File: src/rtl/alu_pkg.sv
// Shared opcode/funct encodings and the internal ALU operation type for alu_top.
package alu_pkg;

   localparam logic [5:0] OP_RTYPE = 6'h00;
   localparam logic [5:0] OP_BEQ   = 6'h04;
   localparam logic [5:0] OP_BNE   = 6'h05;
   localparam logic [5:0] OP_ADDI  = 6'h08;
   localparam logic [5:0] OP_ADDIU = 6'h09;
   localparam logic [5:0] OP_SLTI  = 6'h0A;
   localparam logic [5:0] OP_SLTIU = 6'h0B;
   localparam logic [5:0] OP_ANDI  = 6'h0C;
   localparam logic [5:0] OP_ORI   = 6'h0D;
   localparam logic [5:0] OP_XORI  = 6'h0E;
   localparam logic [5:0] OP_LW    = 6'h23;
   localparam logic [5:0] OP_SW    = 6'h2B;

   localparam logic [5:0] FN_ADD   = 6'h20;
   localparam logic [5:0] FN_ADDU  = 6'h21;
   localparam logic [5:0] FN_SUB   = 6'h22;
   localparam logic [5:0] FN_SUBU  = 6'h23;
   localparam logic [5:0] FN_AND   = 6'h24;
   localparam logic [5:0] FN_OR    = 6'h25;
   localparam logic [5:0] FN_XOR   = 6'h26;
   localparam logic [5:0] FN_NOR   = 6'h27;
   localparam logic [5:0] FN_SLT   = 6'h2A;
   localparam logic [5:0] FN_SLTU  = 6'h2B;

   typedef enum logic [3:0] {
      ADD  = 4'd0,
      SUB  = 4'd1,
      AND  = 4'd2,
      OR   = 4'd3,
      XOR  = 4'd4,
      NOR  = 4'd5,
      SLT  = 4'd6,
      SLTU = 4'd7,
      NOP  = 4'd8
   } alu_op_t;

endpackage

File: src/rtl/alu_control.sv
// Combinational opcode/funct decoder producing the ALU operation.
// With ALU_OVERFLOW_EN defined it also flags the trapping (signed) add/sub forms.
module alu_control
   import alu_pkg::*;
(
   input  logic [5:0] opcode,
   input  logic [5:0] func_field,
`ifdef ALU_OVERFLOW_EN
   output logic       signed_arith,
`endif
   output alu_op_t    alu_op
);

   // Map opcode (and funct for R-type) onto an ALU operation; unknown encodings give NOP.
   always_comb begin
      alu_op = NOP;
      case (opcode)
         OP_RTYPE: begin
            case (func_field)
               FN_ADD, FN_ADDU: alu_op = ADD;
               FN_SUB, FN_SUBU: alu_op = SUB;
               FN_AND:          alu_op = AND;
               FN_OR:           alu_op = OR;
               FN_XOR:          alu_op = XOR;
               FN_NOR:          alu_op = NOR;
               FN_SLT:          alu_op = SLT;
               FN_SLTU:         alu_op = SLTU;
               default:         alu_op = NOP;
            endcase
         end
         OP_ADDI, OP_ADDIU, OP_LW, OP_SW: alu_op = ADD;
         OP_BEQ, OP_BNE:                  alu_op = SUB;
         OP_ANDI:                         alu_op = AND;
         OP_ORI:                          alu_op = OR;
         OP_XORI:                         alu_op = XOR;
         OP_SLTI:                         alu_op = SLT;
         OP_SLTIU:                        alu_op = SLTU;
         default:                         alu_op = NOP;
      endcase
   end

`ifdef ALU_OVERFLOW_EN
   // Only add, sub and addi report signed overflow; the unsigned forms wrap silently.
   always_comb begin
      signed_arith = 1'b0;
      if (opcode == OP_RTYPE) begin
         signed_arith = (func_field == FN_ADD) || (func_field == FN_SUB);
      end else begin
         signed_arith = (opcode == OP_ADDI);
      end
   end
`endif

endmodule

File: src/rtl/alu_top.sv
// Single-cycle MIPS32 execute-stage ALU with registered result and zero flag.
// Optional registered signed-overflow output when ALU_OVERFLOW_EN is defined.
module alu_top
   import alu_pkg::*;
#(
   parameter int WIDTH = 32
) (
   input  logic             clk,
   input  logic             rst,
   input  logic [5:0]       opcode,
   input  logic [5:0]       func_field,
   input  logic [WIDTH-1:0] A,
   input  logic [WIDTH-1:0] B,
   output logic [WIDTH-1:0] result,
`ifdef ALU_OVERFLOW_EN
   output logic             zero,
   output logic             overflow
`else
   output logic             zero
`endif
);

   alu_op_t          alu_op_s;
   logic [WIDTH-1:0] sum_s;
   logic [WIDTH-1:0] diff_s;
   logic [WIDTH-1:0] result_s;
   logic             lt_signed_s;
   logic             lt_unsigned_s;

`ifdef ALU_OVERFLOW_EN
   logic             signed_arith_s;
   logic             overflow_s;
`endif

   alu_control u_alu_control (
      .opcode       (opcode),
      .func_field   (func_field),
`ifdef ALU_OVERFLOW_EN
      .signed_arith (signed_arith_s),
`endif
      .alu_op       (alu_op_s)
   );

   assign sum_s         = A + B;
   assign diff_s        = A - B;
   assign lt_signed_s   = $signed(A) < $signed(B);
   assign lt_unsigned_s = A < B;

   // Execute mux; NOP forces a zero result so unsupported encodings are well defined.
   always_comb begin
      result_s = {WIDTH{1'b0}};
      case (alu_op_s)
         ADD:     result_s = sum_s;
         SUB:     result_s = diff_s;
         AND:     result_s = A & B;
         OR:      result_s = A | B;
         XOR:     result_s = A ^ B;
         NOR:     result_s = ~(A | B);
         SLT:     result_s = {{(WIDTH-1){1'b0}}, lt_signed_s};
         SLTU:    result_s = {{(WIDTH-1){1'b0}}, lt_unsigned_s};
         NOP:     result_s = {WIDTH{1'b0}};
         default: result_s = {WIDTH{1'b0}};
      endcase
   end

   // Output registers; zero is taken from the next result so both change on the same edge.
   always_ff @(posedge clk or posedge rst) begin
      if (rst) begin
         result <= {WIDTH{1'b0}};
         zero   <= 1'b1;
      end else begin
         result <= result_s;
         zero   <= (result_s == {WIDTH{1'b0}});
      end
   end

`ifdef ALU_OVERFLOW_EN
   // Signed overflow: like-signed operands (B sign inverted for sub) with a differing result sign.
   always_comb begin
      overflow_s = 1'b0;
      if (signed_arith_s && (alu_op_s == ADD)) begin
         overflow_s = (A[WIDTH-1] == B[WIDTH-1]) && (sum_s[WIDTH-1] != A[WIDTH-1]);
      end else if (signed_arith_s && (alu_op_s == SUB)) begin
         overflow_s = (A[WIDTH-1] != B[WIDTH-1]) && (diff_s[WIDTH-1] != A[WIDTH-1]);
      end else begin
         overflow_s = 1'b0;
      end
   end

   // Overflow flag register.
   always_ff @(posedge clk or posedge rst) begin
      if (rst) begin
         overflow <= 1'b0;
      end else begin
         overflow <= overflow_s;
      end
   end
`endif

endmodule

File: config.mk
export PLATFORM = sky130hd
export DESIGN_NAME = alu_top
export DESIGN_NICKNAME = d
export VERILOG_FILES = /design/src/rtl/alu_pkg.sv /design/src/rtl/alu_control.sv /design/src/rtl/alu_top.sv
export SDC_FILE = /design/constraint.sdc
export NUM_CORES = 1
export LEC_CHECK = 0
export BUFFER_PORTS_ARGS = -buffer_cell sky130_fd_sc_hd__clkbuf_2
export CAP_MARGIN = 30
export CORE_MARGIN = 5
export CORE_UTILIZATION = 50
export DETAILED_ROUTE_END_ITERATION = 10
export PLACE_DENSITY_LB_ADDON = 0.08
export SYNTH_ARGS = -nofsm -noshare
export SYNTH_HDL_FRONTEND = slang
export SYNTH_HIERARCHICAL = 1
export SYNTH_SLANG_ARGS = --single-unit
File: constraint.sdc
create_clock -name clk -period 0.8 [get_ports clk]
set_input_delay 0.16 -clock clk [delete_from_list [all_inputs] [get_ports clk]]
set_output_delay 0.16 -clock clk [all_outputs]
set_load 0.05 [all_outputs]
==> out/summary.txt, run 1 <==
post-synthesis register bit count - 33
top cells by area, synth - ha_1, dfrtp_1, a21oi_1
clk sinks - 33
GPL Wtd Cong - 0.996
largest net degree at the start of global routing - 21
number of port buffers - 110
root buf cell - clkbuf_16
Worst EP Category - register data pin
row count - 43
cell taking the most area after synthesis - ha_1
CTS Buf Count - 5
Die Ht - 128 um
htree depth - 2
IO Pins - 111
grt ovf - 115
share of the synthesized area in the top cell type - 18.5%
clk buf depth - 2
Yosys cell types - 88
Ys Warns - 6
Post-Synthesis Cells - 976
Synth Net Count - 1,159
Mapped Area - 6980 um^2
post-GRT worst EP - zero$_DFF_PP1_/D
most frequent cell after synthesis - ha_1
Post-synth ARST share - 100%
die width - 128 um
DP Cell Count - 1,612
Avg Inst Size Synth - 7.16 um^2
EDFF count, synth - 0
Seq/Total Area, Yosys - 11.8%
last stage reached - global routing
GRT Util Overall - 76.9%
dpl hpwl - 24,400 um
Synth top cells by count - ha_1, a21oi_1, inv_1
outcome - stopped before the end
First Err - [ERROR GRT-0232] Routing congestion too high. Check the congestion heatmap in the GUI.
Initial Util - 50.7%
Main synth FF type - dfrtp_1
-- per-layer routing --
metal	track usage (%)	overflow
met1	75.9	0
met2	92.8	64
met3	62.5	3
met4	78.0	47
met5	28.5	1
-- cells by family after synthesis --
group / Yosys count / synth area share (%)
and+or+nand+nor: 287 / 20.2
xor gates and xnor gates: 13 / 1.63
AOI/OAI and AO/OA: 363 / 36.2
muxes: 14 / 2.06
buffers and inverters: 161 / 9.12
DFF: 33 / 11.8
adders and majority gates: 105 / 19.0
-- stage by stage --
stage	area, um^2	setup TNS, ps	utilization [%]	worst slack (ps)
4_1_cts	12800	-59700	92.7	-2410
3_5_place_dp	11000	-67370	79.7	-2830
3_3_place_gp	11000	-65630	79.7	-2690
2_1_floorplan	7550	-48230	-	-2340
-- what timing repair did --
action | CTS
buffers inserted | 52
endpoints found under the setup margin | 66
hold buffers | 1
endpoints found under the hold margin | 7
resized for setup | 268
cloned | 2
pin swaps | 71
==> run 2: changes to the inputs <==
Settings changed: CORE_UTILIZATION 50 to 35, PLACE_DENSITY_LB_ADDON 0.08 to 0.15.
Clock period 0.8 ns to 1 ns, I/O delays scaled along.
==> run 2 against run 1 <==
Synthesized cell count is the same. Area after synthesis is the same. The flow now finishes, with violations (setup timing).
==> out/summary.txt, run 2 <==
initial antenna violation count - 0
Avg Inst Size Synth - 7.16 um^2
row count - 51
CP Capture Type - flop
most frequent cell after synthesis - ha_1
Logic pwr share - 69.5%
critical path type - in2reg
Synth top cells by count - ha_1, a21oi_1, inv_1
Via Count - 9,717
Main synth FF type - dfrtp_1
post-layout util - 68.0%
outcome - finished with violations
number of port buffers - 110
Syn-to-layout area delta - 90.0%
failing checks - setup timing
max cap viols - 0
cell taking the most area after synthesis - ha_1
normalized max-slew margin - 38.5%
fin crit period - 3540 ps
largest net degree at the start of global routing - 34
first-pass GRT wire length - 51,200 um
initial DRC count - 761
Fmax - 0.282 GHz
Final Max Tran Viols - 0
Initial Util - 35.8%
root buf cell - clkbuf_16
top cells by area, synth - ha_1, dfrtp_1, a21oi_1
Worst-path clk slew - 50 ps
most common cell after layout, fill and taps aside - buf_4
grt ovf - 0
Top Registers - result (32), zero (1)
share of the synthesized area in the top cell type - 18.5%
setup ws final - -2540 ps
diode count - 0
design area - 13,300 um^2
CTS Buf Count - 5
Crit Path Max Fanout - 7
Critical Path Start Type - input pin
Ys Warns - 6
EDFF count, synth - 0
GRT Util Overall - 28.2%
Post-Synthesis Cells - 976
die width - 151 um
fin crit share - 354%
most frequent cells in the layout - buf_4, ha_1, inv_1, a21oi_1, nor2_1
GPL Wtd Cong - 0.975
# DRC - 0
Psw - 4.63 mW
vias in the first global route - 9,366
clk sinks - 33
Die Ht - 151 um
worst slew pin tran - 915 ps
PwrDens - 822 nW/um^2
fin nets - 1,677
Final setup viols - 66
Yosys cell types - 88
htree depth - 2
Mapped Area - 6980 um^2
Power Internal - 6.27 mW
TritonCTS clock tree - done
Flop pwr share - 14.7%
Hold/Removal Path Class - in2async
switching share of power - 42.5%
Peak VDD IR - 0.000874 V
Final Power - 10.9 mW
dpl hpwl - 26,100 um
Hold Vio Cnt, Final - 0
post-synthesis register bit count - 33
Seq/Total Area, Yosys - 11.8%
vias per cell - 5.52
area of the core - 19,500 um^2
Routed Antenna Nets - 0
Pleak - 6.26 nW
hold_ws - 502 ps
ratio of cells with drive above 1 in the final layout - 52.6%
Post-synth ARST share - 100%
First-pass DRT Iterations - 5
Clk network pwr share - 15.8%
number of flip-flops in the largest register - 32
data arrival time of the critical path - 3720 ps
Synth Net Count - 1,159
Req. time, crit path - 1180 ps
Die Area - 22,900 um^2
Reg with most FFs - result
drt total wl - 33,600 um
clk buf depth - 2
IO Pins - 111
DP Area - 11,100 um^2
unrepaired setup endpoints after global routing - yes
routed length per instance - 19.1 um
-- run 2: cell families after synthesis --
kind of cell / synth area share (%)
compound gates: 36.2
simple gates: 20.2
buf+inv: 9.12
fa+ha+maj: 19.0
flops: 11.8
mux: 2.06
xor+xnor: 1.63
-- run 2: worst max path at each step --
stage | cells past startpoint | startpoint | to | slack [ps]
2_1_floorplan | 16 | func_field[5] | zero | -2180
3_3_place_gp | 18 | func_field[4] | zero | -2900
3_5_place_dp | 17 | func_field[4] | zero | -2930
4_1_cts | 18 | func_field[4] | zero | -2400
5_1_grt | 20 | func_field[4] | zero | -2710
6_report | 18 | opcode[2] | zero | -2540
-- run 2: routing by layer --
layer	vias to the layer above	global-route usage [%]	share of wire, %
met5	-	0	0
li1	4631	-	-
met4	0	4.94	1.9
met1	4646	40.5	46
met2	396	47.1	46
met3	44	1.47	6.0
-- run 2: repair_timing --
| item | 4_1_cts | 5_1_grt |
|---|---|---|
| setup endpoints to repair | 66 | 66 |
| pin swaps | 80 | 52 |
| hold buffers | 1 | 0 |
| setup buffers | 43 | 32 |
| cloned | 2 | 0 |
| hold endpoints to repair | 32 | 0 |
| resized for setup | 237 | 131 |
-- run 2: cell type report --
| cell class | count | area (um^2) |
|---|---|---|
| inverter | 100 | 402 |
| tap | 265 | 332 |
| sequential | 33 | 827 |
| clock inverter | 3 | 46.3 |
| clock buffer | 5 | 125 |
| multi-input combinational | 783 | 6740 |
| timing repair buffer | 571 | 4800 |
| fill | 1652 | 6260 |
-- run 2: critical path: stages --
cell and delay (ps):
clkbuf_4 150, nand3b_1 210, buf_4 180, a2111oi_4 480, buf_6 210, buf_4 120, nor2b_4 40, buf_12 120
nand2b_2 130, o21ai_0 110, a21oi_1 210, a21oi_1 90, a211o_1 340, a211oi_1 190, o221ai_1 200, nor4b_4 300
nand4b_1 170, nor4b_2 260
-- run 2: per-stage QoR --
stage	TNS [ps]	cells	worst slack (ps)
4_1_cts	-51800	1739	-2400
5_1_grt	-59230	1760	-2710
2_1_floorplan	-42930	976	-2180
3_5_place_dp	-68030	1694	-2930
3_3_place_gp	-66560	1694	-2900
6_report	-55030	1760	-2540
-- run 2: power by group through the flow --
stage | Sequential (mW) | Combinational, mW | Clock (mW)
2_1_floorplan | 2.13 | 2.67 | 0
3_3_place_gp | 1.56 | 6.17 | 0
3_5_place_dp | 1.56 | 6.18 | 0
4_1_cts | 1.56 | 7.13 | 1.73
5_1_grt | 1.62 | 8.02 | 1.83
6_report | 1.61 | 7.57 | 1.72
No activity file was read; power rests on OpenSTA's default activity.
